[config.mk]
export PLATFORM = sky130hd
export DESIGN_NAME = seg_scan_ctrl
export DESIGN_NICKNAME = d
export VERILOG_FILES = /design/src/rtl/seg_scan_ctrl.sv
export SDC_FILE = /design/constraint.sdc
export NUM_CORES = 1
export LEC_CHECK = 0
export BUFFER_PORTS_ARGS = -buffer_cell sky130_fd_sc_hd__buf_2
export CAP_MARGIN = 5
export CORE_MARGIN = 4
export CORE_UTILIZATION = 50
export DETAILED_ROUTE_END_ITERATION = 10
export PLACE_DENSITY_LB_ADDON = 0.1
export SYNTH_ARGS = -nofsm -noshare
export SYNTH_HDL_FRONTEND = slang
export SYNTH_SLANG_ARGS = --single-unit
[constraint.sdc]
create_clock -name sys_clk -period 9.53 [get_ports sys_clk]
set_clock_uncertainty 0.2 [all_clocks]
set_input_delay 0.953 -clock sys_clk [delete_from_list [all_inputs] [get_ports sys_clk]]
set_output_delay 0.953 -clock sys_clk [all_outputs]
set_load 0.005 [all_outputs]
[src/rtl/seg_scan_ctrl.sv]
// seg_scan_ctrl: display scheduler for the traffic-light countdowns.
//
// One shared binary-to-BCD converter serves two 8-bit countdown channels,
// A (north-south) and B (east-west). The results drive a 4-digit multiplexed
// common-anode 7-segment display: A tens, A units, B tens, B units.
//
// Both channels are converted back to back at the start of every frame. All
// four digits of a frame therefore come from one snapshot, and a value never
// tears across digits.
//
// Parameters:
//   SCAN_CNT_MAX  scan tick period minus 1, in sys_clk cycles
//   BLANK_LEAD    1: a tens digit of 0 is blanked, 0: it shows "0"
//
// Ports:
//   sys_clk    system clock, rising edge
//   sys_rst_n  asynchronous active-low reset
//   en         display enable; 0 blanks the display and parks the scheduler
//   data_a     channel A countdown value (binary)
//   data_b     channel B countdown value (binary)
//   sel        digit select, active-low one-hot, registered
//   seg        segments {dp,g,f,e,d,c,b,a}, active-low, registered
module seg_scan_ctrl #(
    parameter int unsigned SCAN_CNT_MAX = 49_999,
    parameter bit          BLANK_LEAD   = 1'b1
) (
    input  logic       sys_clk,
    input  logic       sys_rst_n,
    input  logic       en,
    input  logic [7:0] data_a,
    input  logic [7:0] data_b,
    output logic [3:0] sel,
    output logic [7:0] seg
);

    localparam int unsigned CNT_W = (SCAN_CNT_MAX > 0) ? $clog2(SCAN_CNT_MAX + 1) : 1;

    typedef enum logic [1:0] {StIdle, StConvA, StConvB, StShow} state_e;

    state_e             state_q, state_d;
    logic [CNT_W-1:0]   scan_cnt_q, scan_cnt_d;
    logic [1:0]         idx_q, idx_d;
    logic [7:0]         bcd_a_q, bcd_a_d;
    logic [7:0]         bcd_b_q, bcd_b_d;
    logic               valid_q, valid_d;
    logic [3:0]         sel_q, sel_d;
    logic [7:0]         seg_q, seg_d;

    logic               tick;
    logic [7:0]         conv_in;
    logic [7:0]         conv_clamped;
    logic [7:0]         conv_bcd;
    logic [3:0]         digit;
    logic               digit_is_tens;
    logic [3:0]         sel_dec;
    logic [7:0]         seg_dec;

    // Active-low segment pattern for one decimal digit.
    function automatic logic [7:0] seg_code(input logic [3:0] d);
        case (d)
            4'd0:    seg_code = 8'hC0;
            4'd1:    seg_code = 8'hF9;
            4'd2:    seg_code = 8'hA4;
            4'd3:    seg_code = 8'hB0;
            4'd4:    seg_code = 8'h99;
            4'd5:    seg_code = 8'h92;
            4'd6:    seg_code = 8'h82;
            4'd7:    seg_code = 8'hF8;
            4'd8:    seg_code = 8'h80;
            4'd9:    seg_code = 8'h90;
            default: seg_code = 8'hFF;
        endcase
    endfunction

    assign tick = (scan_cnt_q == CNT_W'(SCAN_CNT_MAX));

    // Shared converter: the FSM state picks which channel is sampled.
    always_comb begin
        conv_in      = (state_q == StConvB) ? data_b : data_a;
        conv_clamped = (conv_in > 8'd99) ? 8'd99 : conv_in;
    end

    // Shift-add-3 conversion. Inputs never exceed 99, so two BCD digits hold
    // the whole result and nothing is shifted out of the top.
    always_comb begin
        conv_bcd = '0;
        for (int i = 7; i >= 0; i--) begin
            if (conv_bcd[3:0] > 4'd4) begin
                conv_bcd[3:0] = conv_bcd[3:0] + 4'd3;
            end
            if (conv_bcd[7:4] > 4'd4) begin
                conv_bcd[7:4] = conv_bcd[7:4] + 4'd3;
            end
            conv_bcd = {conv_bcd[6:0], conv_clamped[i]};
        end
    end

    // Digit select and segment pattern for the current scan position.
    always_comb begin
        digit         = 4'd0;
        digit_is_tens = 1'b0;
        sel_dec       = 4'b1111;
        unique case (idx_q)
            2'd0: begin
                digit         = bcd_a_q[7:4];
                digit_is_tens = 1'b1;
                sel_dec       = 4'b1110;
            end
            2'd1: begin
                digit         = bcd_a_q[3:0];
                sel_dec       = 4'b1101;
            end
            2'd2: begin
                digit         = bcd_b_q[7:4];
                digit_is_tens = 1'b1;
                sel_dec       = 4'b1011;
            end
            2'd3: begin
                digit         = bcd_b_q[3:0];
                sel_dec       = 4'b0111;
            end
            default: ;
        endcase
        if (BLANK_LEAD && digit_is_tens && (digit == 4'd0)) begin
            seg_dec = 8'hFF;
        end else begin
            seg_dec = seg_code(digit);
        end
    end

    always_comb begin
        state_d    = state_q;
        scan_cnt_d = scan_cnt_q;
        idx_d      = idx_q;
        bcd_a_d    = bcd_a_q;
        bcd_b_d    = bcd_b_q;
        valid_d    = valid_q;
        sel_d      = sel_q;
        seg_d      = seg_q;

        if (!en) begin
            state_d    = StIdle;
            scan_cnt_d = '0;
            idx_d      = 2'd0;
            valid_d    = 1'b0;
            sel_d      = 4'b1111;
            seg_d      = 8'hFF;
        end else begin
            unique case (state_q)
                StIdle: state_d = StConvA;
                StConvA: begin
                    bcd_a_d = conv_bcd;
                    state_d = StConvB;
                end
                StConvB: begin
                    bcd_b_d = conv_bcd;
                    valid_d = 1'b1;
                    state_d = StShow;
                end
                StShow: begin
                    if (tick) begin
                        scan_cnt_d = '0;
                        idx_d      = idx_q + 2'd1;
                        if (idx_q == 2'd3) begin
                            state_d = StConvA;
                        end
                    end else begin
                        scan_cnt_d = scan_cnt_q + CNT_W'(1);
                    end
                end
                default: state_d = StIdle;
            endcase

            if (!valid_q) begin
                sel_d = 4'b1111;
                seg_d = 8'hFF;
            end else if (state_q == StShow) begin
                sel_d = sel_dec;
                seg_d = seg_dec;
            end
            // While a refresh converts, the last digit of the previous frame
            // stays lit, so the new snapshot first appears on the idx0 digit.
        end
    end

    always_ff @(posedge sys_clk or negedge sys_rst_n) begin
        if (!sys_rst_n) begin
            state_q    <= StIdle;
            scan_cnt_q <= '0;
            idx_q      <= 2'd0;
            bcd_a_q    <= 8'h00;
            bcd_b_q    <= 8'h00;
            valid_q    <= 1'b0;
            sel_q      <= 4'b1111;
            seg_q      <= 8'hFF;
        end else begin
            state_q    <= state_d;
            scan_cnt_q <= scan_cnt_d;
            idx_q      <= idx_d;
            bcd_a_q    <= bcd_a_d;
            bcd_b_q    <= bcd_b_d;
            valid_q    <= valid_d;
            sel_q      <= sel_d;
            seg_q      <= seg_d;
        end
    end

    assign sel = sel_q;
    assign seg = seg_q;

endmodule
Word-level counts from Yosys, hierarchy flattened
Memories as Yosys holds them, arrays and structs flattened.
Index checks and enable logic that the tools add are counted.

word-level totals
  memories kept = 1
  memory bits (read-only) = 112
  register bits = 49
  input bits = 19
  output and inout port bits = 12
  logic and storage cells = 79

cells by class
  equal/unequal tests = 13
  reductions and logical operators = 9
  $add $sub $neg = 9
  magnitude comparators = 8
  muxes and demuxes = 31

memory list
  memory            depth  width  read ports  clocked after memory_dff  wr ports  line  source
  (name not given)  16     7      1           0                         0         60    case (d)

operators by type and width
  operator               number
  $mux 16                3
  $mux 8                 6
  $mux 4                 8
  $pmux 4 s4             2
  $gt 4x3->1 const B     5
  $add 16x1->16 const B  1
  $add 4x2->4 const B    4
  $eq 16x16->1 const B   1
  $mux 2                 6
  $eq 2x2->1 const B     4
  $gt 8x7->1 const B     1
  $pmux 2 s4             1
  $reduce_and 2->1       4
  $add 3x2->3 const B    2
  $gt 3x3->1 const B     2
  $mux 3                 2
  $ne 2x1->1 const B     3
  $ne 3x3->1 const B     2
  $add 3x2->4 const B    1
  $eq 2x1->1 const B     2
  $logic_not 2->1        2
  $logic_not 4->1        1
  $mux 1                 3
  $ne 3x2->1 const B     1
  3 further kinds        3

Depth between registers and ports, before layout
Gate-level depths: netlist of the first run.

  depth in word-level cells = 14
  gate-level depth with buffers = 21
  depth with buffers taken out = 19

Least setup slack after synthesis of the first run
OpenSTA, ideal clock, no wires.

  kind = input -> register
  start point = input data_b[7]
  end point = register bcd_b_q[6]
  stages = 16
  data arrival time = 4.144 ns
  slack = 5.103 ns
  setup time = 0.083 ns
  path buffers = 1
  data required time = 9.247 ns
  cells stage by stage = and3b_1 -> o211a_1 -> inv_2 -> ha_1 -> or4_1 -> mux2i_1 -> and3_1 -> buf_2 -> nor2_1 -> ha_1 -> nor2_1 -> mux2i_1 -> ha_1 -> o21bai_1 -> mux2_2 -> o21ai_0

between the ends
  word-level cells in the longest chain between the ends = 13
  elaborated cells on any way between the ends = 21
  classes of those cells = add/sub (6); order compare (7); mux (8)

RTL lines
  element                                    line    source
  from (decl)                                31      input logic [7:0] data_b,
  $mux 8 (*)                                 79      conv_in = (state_q == StConvB) ? data_b : data_a;
  $gt 8x7->1                                 80      conv_clamped = (conv_in > 8'd99) ? 8'd99 : conv_in;
  $mux 8 (*)                                 80
  $add 3x2->4 or $gt 3x3->1 (tied branches)  89, 88
  $mux 4                                     88      if (conv_bcd[3:0] > 4'd4) begin
  $add 4x2->4 or $gt 4x3->1 (tied branches)  89, 88
  $mux 4                                     88
  $add 4x2->4 or $gt 4x3->1 (tied branches)  89, 88
  $mux 4                                     88
  $add 4x2->4 (tied with other cells)        89      conv_bcd[3:0] = conv_bcd[3:0] + 4'd3;
  $mux 4 or $mux 3 (tied branches)           88, 91
  $gt 4x3->1 or $add 3x2->3 (tied branches)  91, 92
  $mux 3 (*)                                 91      if (conv_bcd[7:4] > 4'd4) begin
  to (signal assigned)                       192     bcd_b_q <= 8'h00;
  to (signal assigned)                       201     bcd_b_q <= bcd_b_d;
  to (decl)                                  44      logic [7:0] bcd_b_q, bcd_b_d;

Mark *: on every way between the ends. The rest lies on a longest branch, timed or not.
A chain may end at the register's enable or synchronous reset.

Worst setup path in the final report of the first run
  start point = register state_q[0]
  end point = register bcd_b_q[6]

between the ends
  word-level cells in the longest chain between the ends = 14
  elaborated cells on any way between the ends = 23
  classes of those cells = add/sub (6); order compare (7); eq/ne (1); mux (8); reduce/logical (1)

RTL lines
  element                                    line     source
  from (decl)                                40       state_e state_q, state_d;
  from (signal assigned)                     188      state_q <= StIdle;
  from (signal assigned)                     197      state_q <= state_d;
  $eq 2x2->1 (*)                             79, 149
  $mux 8                                     79
  $gt 8x7->1                                 80
  $mux 8                                     80
  $add 3x2->4 or $gt 3x3->1 (tied branches)  89, 88
  $mux 4                                     88
  $add 4x2->4 or $gt 4x3->1 (tied branches)  89, 88
  $mux 4                                     88
  $add 4x2->4 or $gt 4x3->1 (tied branches)  89, 88
  $mux 4                                     88
  $add 4x2->4 (tied with other cells)        89
  $mux 4 or $mux 3 (tied branches)           88, 91
  $gt 4x3->1 or $add 3x2->3 (tied branches)  91, 92
  $mux 3                                     91

Marked as above.

==> results of run 1 <==
[report_power, final]
part / switching [mW] / internal, mW / leakage (nW)
Clock: 0.0670 / 0.0595 / 0.0484
Combinational: 0.293 / 0.190 / 0.963
Sequential: 0.0237 / 0.243 / 0.603
Total: 0.384 / 0.493 / 1.61
[worst min-delay path by stage]
stage | end | from | slack [ns] | cells after the start
floorplan | bcd_a_q[0] | bcd_a_q[0] | 0.25 | 2
global placement | bcd_a_q[5] | bcd_a_q[5] | 0.27 | 2
detailed placement | bcd_b_q[6] | bcd_b_q[6] | 0.28 | 2
CTS | bcd_b_q[6] | bcd_b_q[6] | 0.29 | 2
global route | bcd_b_q[6] | bcd_b_q[6] | 0.31 | 2
finish | bcd_b_q[6] | bcd_b_q[6] | 0.29 | 2
[worst min-delay path, cell delays in order (launching register included)]
cell and delay (ns):
dfrtp_1 0.35, nand2_1 0.05, o21ai_0 0.06
[flip-flops by register name, indices dropped and copies added (netlist names)]
signal      cells
seg             7
state_q         2
bcd_b_q         8
valid_q         1
scan_cnt_q     16
bcd_a_q         8
idx_q           2
sel             4
[synth_stat cells (3+ instances only)]
cell      instances  area (sq um)
clkbuf_1          9         33.78
a21oi_1          15         75.07
mux2i_1           7         70.07
nor2b_1           4         25.02
dfrtp_1          37         925.9
nor4_1            3         18.77
nand2b_1          5         31.28
a22o_1            4         35.03
inv_1            10         37.54
o31ai_2           3         37.54
nor2_1           18         67.56
and3_1           10         62.56
xor2_1            4         35.03
o221ai_1          3         26.28
a21o_1            3         22.52
o211a_1           4         40.04
nor3_1           10         50.05
o21ai_0          30         150.1
a31oi_1           3         18.77
nand2_1          62         232.7
o22a_1            6         52.55
buf_2             3         15.01
ha_1             22         275.3
dfstp_2          11         289.0
o211ai_1          3         22.52
o31ai_1           5         37.54
a222oi_1          3         30.03
buf_4             3         22.52
mux2_2            9         101.4
nand3_1          15         75.07
[layer usage]
layer	part of all wire (%)	routed length, microns
met5	0	0
met4	1.4	106
met3	3.3	253
met2	46	3527
met1	49	3718
[cell type report]
class | instances | area share (%)
tap | 96 | 3.184
sequential | 48 | 32.21
clock inverter | 1 | 0.2322
multi-input combinational | 316 | 57.05
inverter | 12 | 1.194
timing repair buffer | 29 | 3.847
clock buffer | 7 | 2.289
[kinds of logic (layout without fill, tap and decap cells)]
logic type / count (synthesis) / after routing / share of synthesized area (%)
AND/OR/NAND/NOR: 154 / 154 / 22.77
AO/OA/AOI/OAI: 112 / 112 / 23.31
flip-flops: 48 / 48 / 34.65
buffers and inverters: 31 / 49 / 4.175
adder cells (fa/ha/maj): 22 / 22 / 7.851
multiplexers: 18 / 18 / 5.532
XOR/XNOR: 6 / 6 / 1.499
other: 2 / 4 / 0.2142
[stage by stage]
step                      setup WS, ns  instances  hold slack [ns]
after floorplan                  5.103        395           0.2494
final                            4.236        509           0.2854
after global placement           4.468        501           0.2688
after CTS                        4.267        509           0.2928
after global routing             3.860        509           0.3131
after detailed placement         4.303        501           0.2754
[placed cells by master, fill, tap and decap left out, types with 4 or more instances in the layout]
cell type   n
nand2b_1    5
and3_1     10
xor2_1      4
nor3_1     10
o22a_1      6
dfrtp_1    37
o31ai_1     5
nand2_1    62
mux2i_1     7
dfstp_2    11
a22o_1      4
nor2b_1     4
o21ai_0    30
mux2_2      9
conb_1      4
inv_1      10
o211a_1     4
clkbuf_8    6
buf_2      29
a21oi_1    15
nand3_1    15
ha_1       22
nor2_1     18
==> flow_metrics.env, run 1 <==
export IMPL_nets=453
export IMPL_multi_input_area_sq_mm=0.002152
export IMPL_crit_path_end="bcd_b_q[6]"
export IMPL_r2r_end="bcd_b_q[6]"
export IMPL_status="finished clean"
export IMPL_fmax_ghz=0.1889
export IMPL_cts_sinks=48
export IMPL_post_cts_buffers=0
export IMPL_finalInstanceArea_sq_mm=0.003772
export IMPL_worst_slew_pin_slew_ns=1.030
export IMPL_cts_tree="yes"
export IMPL_power_density_mw_per_mm2=232.3
export IMPL_first_pass_iters=4
export IMPL_reg2reg_slack_ns=4.24
export IMPL_synth_ff_type="dfrtp_1"
export IMPL_cpMaxStageDelayCell="ha_1"
export IMPL_seq_area_sq_mm=0.001215
export IMPL_p_total_mw=0.8763
export IMPL_grt_busiest_layer="met2"
export IMPL_wire_per_inst_microns=14.94
export IMPL_cp_max_fo=26
export IMPL_regToRegStartpoint="state_q[0]"
export IMPL_grt_pass1_wl_microns=13110
export IMPL_slew_viol_final=0
export IMPL_clk_pin_slew_ns=0.09
export IMPL_grt_use_met1_pct=25.60
export IMPL_cts_resized=0
export IMPL_rows=30
export IMPL_antenna_found_initial=0
export IMPL_cts_root_buf="clkbuf_8"
export IMPL_hpwl_microns=5718
export IMPL_grt_overflow=0
export IMPL_tns_ns=0
export IMPL_hold_buffers=0
export IMPL_die_h_microns=91.74
export IMPL_worst_r2r_path_depth=17
export IMPL_clk_path_buf_depth=2
export IMPL_place_area_sq_mm=0.003677
export IMPL_grt_pass1_vias=2796
export IMPL_hold_violations=0
export IMPL_synth_avg_cell_area_sq_um=8.921
export IMPL_syn_area_sq_mm=0.003506
export IMPL_start_util_pct=51.60
export IMPL_drv_cap=0
export IMPL_worstPathArrival_ns=5.30
export IMPL_ant_nets=0
export IMPL_finalCritPeriodShare_pct=55.55
export IMPL_num_antenna_cells=0
export IMPL_grt_max_degree=49
export IMPL_num_vias=2983
export IMPL_drt_drc_violations_left=0
export IMPL_drive_gt1_share_pct=18.40
export IMPL_async_flop_share_pct=100.0
export IMPL_yosysSeqAreaShare_pct=34.65
export IMPL_critPathLaunchType="register"
export IMPL_synth_edf_count=0
export IMPL_routed_wl_microns=7606
export IMPL_path_buf_inv=2
export IMPL_port_buffers=29
export IMPL_cp_common_cell="ha_1"
export IMPL_ir_drop_mv=0.1156
export IMPL_grt_util_met2_pct=30.13
export IMPL_drt_iter0_markers=222
export IMPL_slew_headroom_pct=31.31
export IMPL_path_cells="inv_1, ha_1, nand3b_1, o211a_1, inv_2, ha_1, or4_1, mux2i_1, and3_1, nor2_1, ha_1, nor2_1, mux2i_1, ha_1, o21bai_1, mux2_2, o21ai_0"
export IMPL_path_depth=17
export IMPL_io_pins=31
export IMPL_die_x_microns=91.74
export IMPL_crit_family="adder cells"
export IMPL_fin_util_pct=55.52
export IMPL_required_ns=9.53
export IMPL_critPathLaunch="state_q[0]"
export IMPL_hold_class="register to register"
export IMPL_core_area_sq_mm=0.006794
export IMPL_grt_use_total_pct=18.59
export IMPL_area_growth_pct=7.602
export IMPL_yosysWarnings=0
export IMPL_finalCriticalPeriod_ns=5.294
export IMPL_setup_viol=0
export IMPL_fillerInstances=613
export IMPL_syn_inst=393
export IMPL_ctsHtreeMaxLevel=2
export IMPL_endpoint_kind="register"
export IMPL_synth_seq_cells=48
export IMPL_synthDistinctLibCells=77
export IMPL_critical_path_class="register to register"
export IMPL_cts_buffers_inserted=5
export IMPL_drt_vias_per_instance=5.861
export IMPL_dieArea_sq_mm=0.008415
export IMPL_leakagePower_nw=1.614
export IMPL_rsz0062_at_grt="false"
export IMPL_grt_util_met3_pct=2.953
export IMPL_clkLatencyLatePin_ns=0.30
export IMPL_place_gp_congestion=0.8651
export IMPL_crit_path_max_incr_delay_ns=0.76
Power figures use the tool's default switching activity.
==> run 2: changes to the inputs <==
==> constraint.sdc (replaced) <==
create_clock -name sys_clk -period 4.4 [get_ports sys_clk]
set_clock_uncertainty 0.2 [all_clocks]
set_input_delay 0.44 -clock sys_clk [delete_from_list [all_inputs] [get_ports sys_clk]]
set_output_delay 0.44 -clock sys_clk [all_outputs]
set_load 0.005 [all_outputs]
==> flow_metrics.env, run 2 (synthesized netlist as in run 1, its figures left out) <==
export IMPL_multi_input_area_sq_mm=0.002182
export IMPL_cts_buffers_inserted=5
export IMPL_hold_class="primary input to async pin"
export IMPL_rows=30
export IMPL_die_x_microns=91.74
export IMPL_cts_sinks=48
export IMPL_first_pass_iters=5
export IMPL_cts_tree="yes"
export IMPL_setup_viol=0
export IMPL_nets=466
export IMPL_drv_cap=0
export IMPL_area_growth_pct=12.56
export IMPL_drt_drc_violations_left=0
export IMPL_place_gp_congestion=0.9022
export IMPL_layout_common_cells="62 x nand2_1, 37 x dfrtp_1, 30 x o21ai_0"
export IMPL_final_cells=522
export IMPL_slew_headroom_pct=30.36
export IMPL_critical_path_class="register to register"
export IMPL_fillerInstances=614
export IMPL_port_buffers=29
export IMPL_status="finished clean"
export IMPL_critPathLaunchType="register"
export IMPL_worstPathArrival_ns=4.12
export IMPL_worst_slew_pin_slew_ns=1.045
export IMPL_grt_pass1_vias=2855
export IMPL_wire_per_inst_microns=14.97
export IMPL_cts_root_buf="clkbuf_8"
export IMPL_io_pins=31
export IMPL_layout_commonest_cell="nand2_1"
export IMPL_drive_gt1_share_pct=22.30
export IMPL_cp_max_fo=10
export IMPL_grt_use_total_pct=19.29
export IMPL_drt_vias_per_instance=5.734
export IMPL_fmax_ghz=0.2458
export IMPL_fin_hold_ws_ns=0.1122
export IMPL_hold_violations=0
export IMPL_rsz0062_at_grt="false"
export IMPL_clk_path_buf_depth=2
export IMPL_start_util_pct=51.60
export IMPL_finalCritPeriodShare_pct=92.45
export IMPL_hpwl_microns=5961
export IMPL_p_total_mw=2.119
export IMPL_power_density_mw_per_mm2=536.8
export IMPL_largest_register_ffs=16
export IMPL_grt_max_degree=49
export IMPL_slew_viol_final=0
export IMPL_routed_wl_microns=7812
export IMPL_finalCriticalPeriod_ns=4.068
export IMPL_num_vias=2993
export IMPL_tns_ns=0
export IMPL_die_h_microns=91.74
export IMPL_fin_util_pct=58.08
export IMPL_clk_pin_slew_ns=0.09
export IMPL_num_antenna_cells=0
export IMPL_crit_path_max_incr_delay_ns=0.55
export IMPL_largest_register="scan_cnt_q"
export IMPL_cpMaxStageDelayCell="or4_1"
export IMPL_dieArea_sq_mm=0.008415
export IMPL_ant_nets=0
export IMPL_path_cells="inv_1, ha_4, buf_6, nand3_4, o211a_1, inv_2, ha_1, or4_1, mux2i_1, and3_1, nor2_1, ha_1, o21ai_0, a221o_1, a211oi_2, mux2_2"
export IMPL_ir_drop_mv=0.4238
export IMPL_leakagePower_nw=1.702
export IMPL_clkLatencyLatePin_ns=0.31
export IMPL_antenna_found_initial=0
export IMPL_ctsHtreeMaxLevel=2
export IMPL_cp_common_cell="ha_1"
export IMPL_drt_iter0_markers=185
export IMPL_dp_cells=513
export IMPL_endpoint_kind="register"
export IMPL_seq_area_sq_mm=0.001215
export IMPL_grt_overflow=0
export IMPL_reg_largest_list="scan_cnt_q x16, bcd_a_q x8, bcd_b_q x8"
export IMPL_core_area_sq_mm=0.006794
export IMPL_grt_pass1_wl_microns=13370
export IMPL_required_ns=4.46
[run 2: final cells by class]
cell class | instances | area share, %
Clock buffer | 5 | 1.744
Inverter | 12 | 1.141
Sequential cell | 48 | 30.79
Tap cell | 96 | 3.044
Timing Repair Buffer | 42 | 6.246
Clock inverter | 3 | 1.744
Multi-Input combinational cell | 316 | 55.29
[run 2: critical path, delay by kind of cell (launching register included)]
kind            cells  cell delay, ns
simple gates        4            0.87
compound gates      4            0.91
mux                 2            0.33
flops               1            0.43
fa+ha+maj           3            0.89
buf+inv             3            0.38
[run 2: layer usage]
| layer | part of all wire (%) | routed length, microns | track usage, % | vias up |
|---|---|---|---|---|
| met3 | 3.1 | 246 | 3.117 | 15 |
| met2 | 47 | 3665 | 30.25 | 58 |
| met4 | 2.2 | 172 | 7.178 | 0 |
| li1 | - | - | - | 1509 |
| met1 | 48 | 3727 | 26.80 | 1411 |
| met5 | 0 | 0 | 0 | - |
[run 2: repair_timing]
item	in CTS	in global routing
setup buffers	0	1
hold buffers	0	0
setup endpoints to repair	0	12
gates resized for setup	0	8
[run 2: final timing paths]
check | from | to | slack (ns) | depth (start not counted)
worst max-delay path | state_q[0] | bcd_a_q[3] | 0.33 | 16
worst min-delay path | sys_rst_n | bcd_a_q[5] | 0.11 | 1
min in group sys_clk | data_b[0] | bcd_b_q[0] | 0.23 | 3
worst min register to register | bcd_a_q[7] | bcd_a_q[7] | 0.29 | 2
max in group asynchronous | sys_rst_n | bcd_b_q[1] | 3.25 | 1
worst max register to register | state_q[0] | bcd_a_q[3] | 0.33 | 16
[run 2: report_power, final]
group / total (mW) / switching, mW / internal, mW
clock: 0.387 / 0.159 / 0.229
combinational: 1.15 / 0.669 / 0.479
sequential: 0.583 / 0.0564 / 0.527
[run 2: metrics by stage]
stage / instance area [sq um] / setup slack, ns
floorplan: 3513 / 0.1075
global placement: 3767 / 0.2370
detailed placement: 3767 / 0.1359
CTS: 3905 / 0.09900
global route: 3946 / 0.03449
finish: 3946 / 0.3322
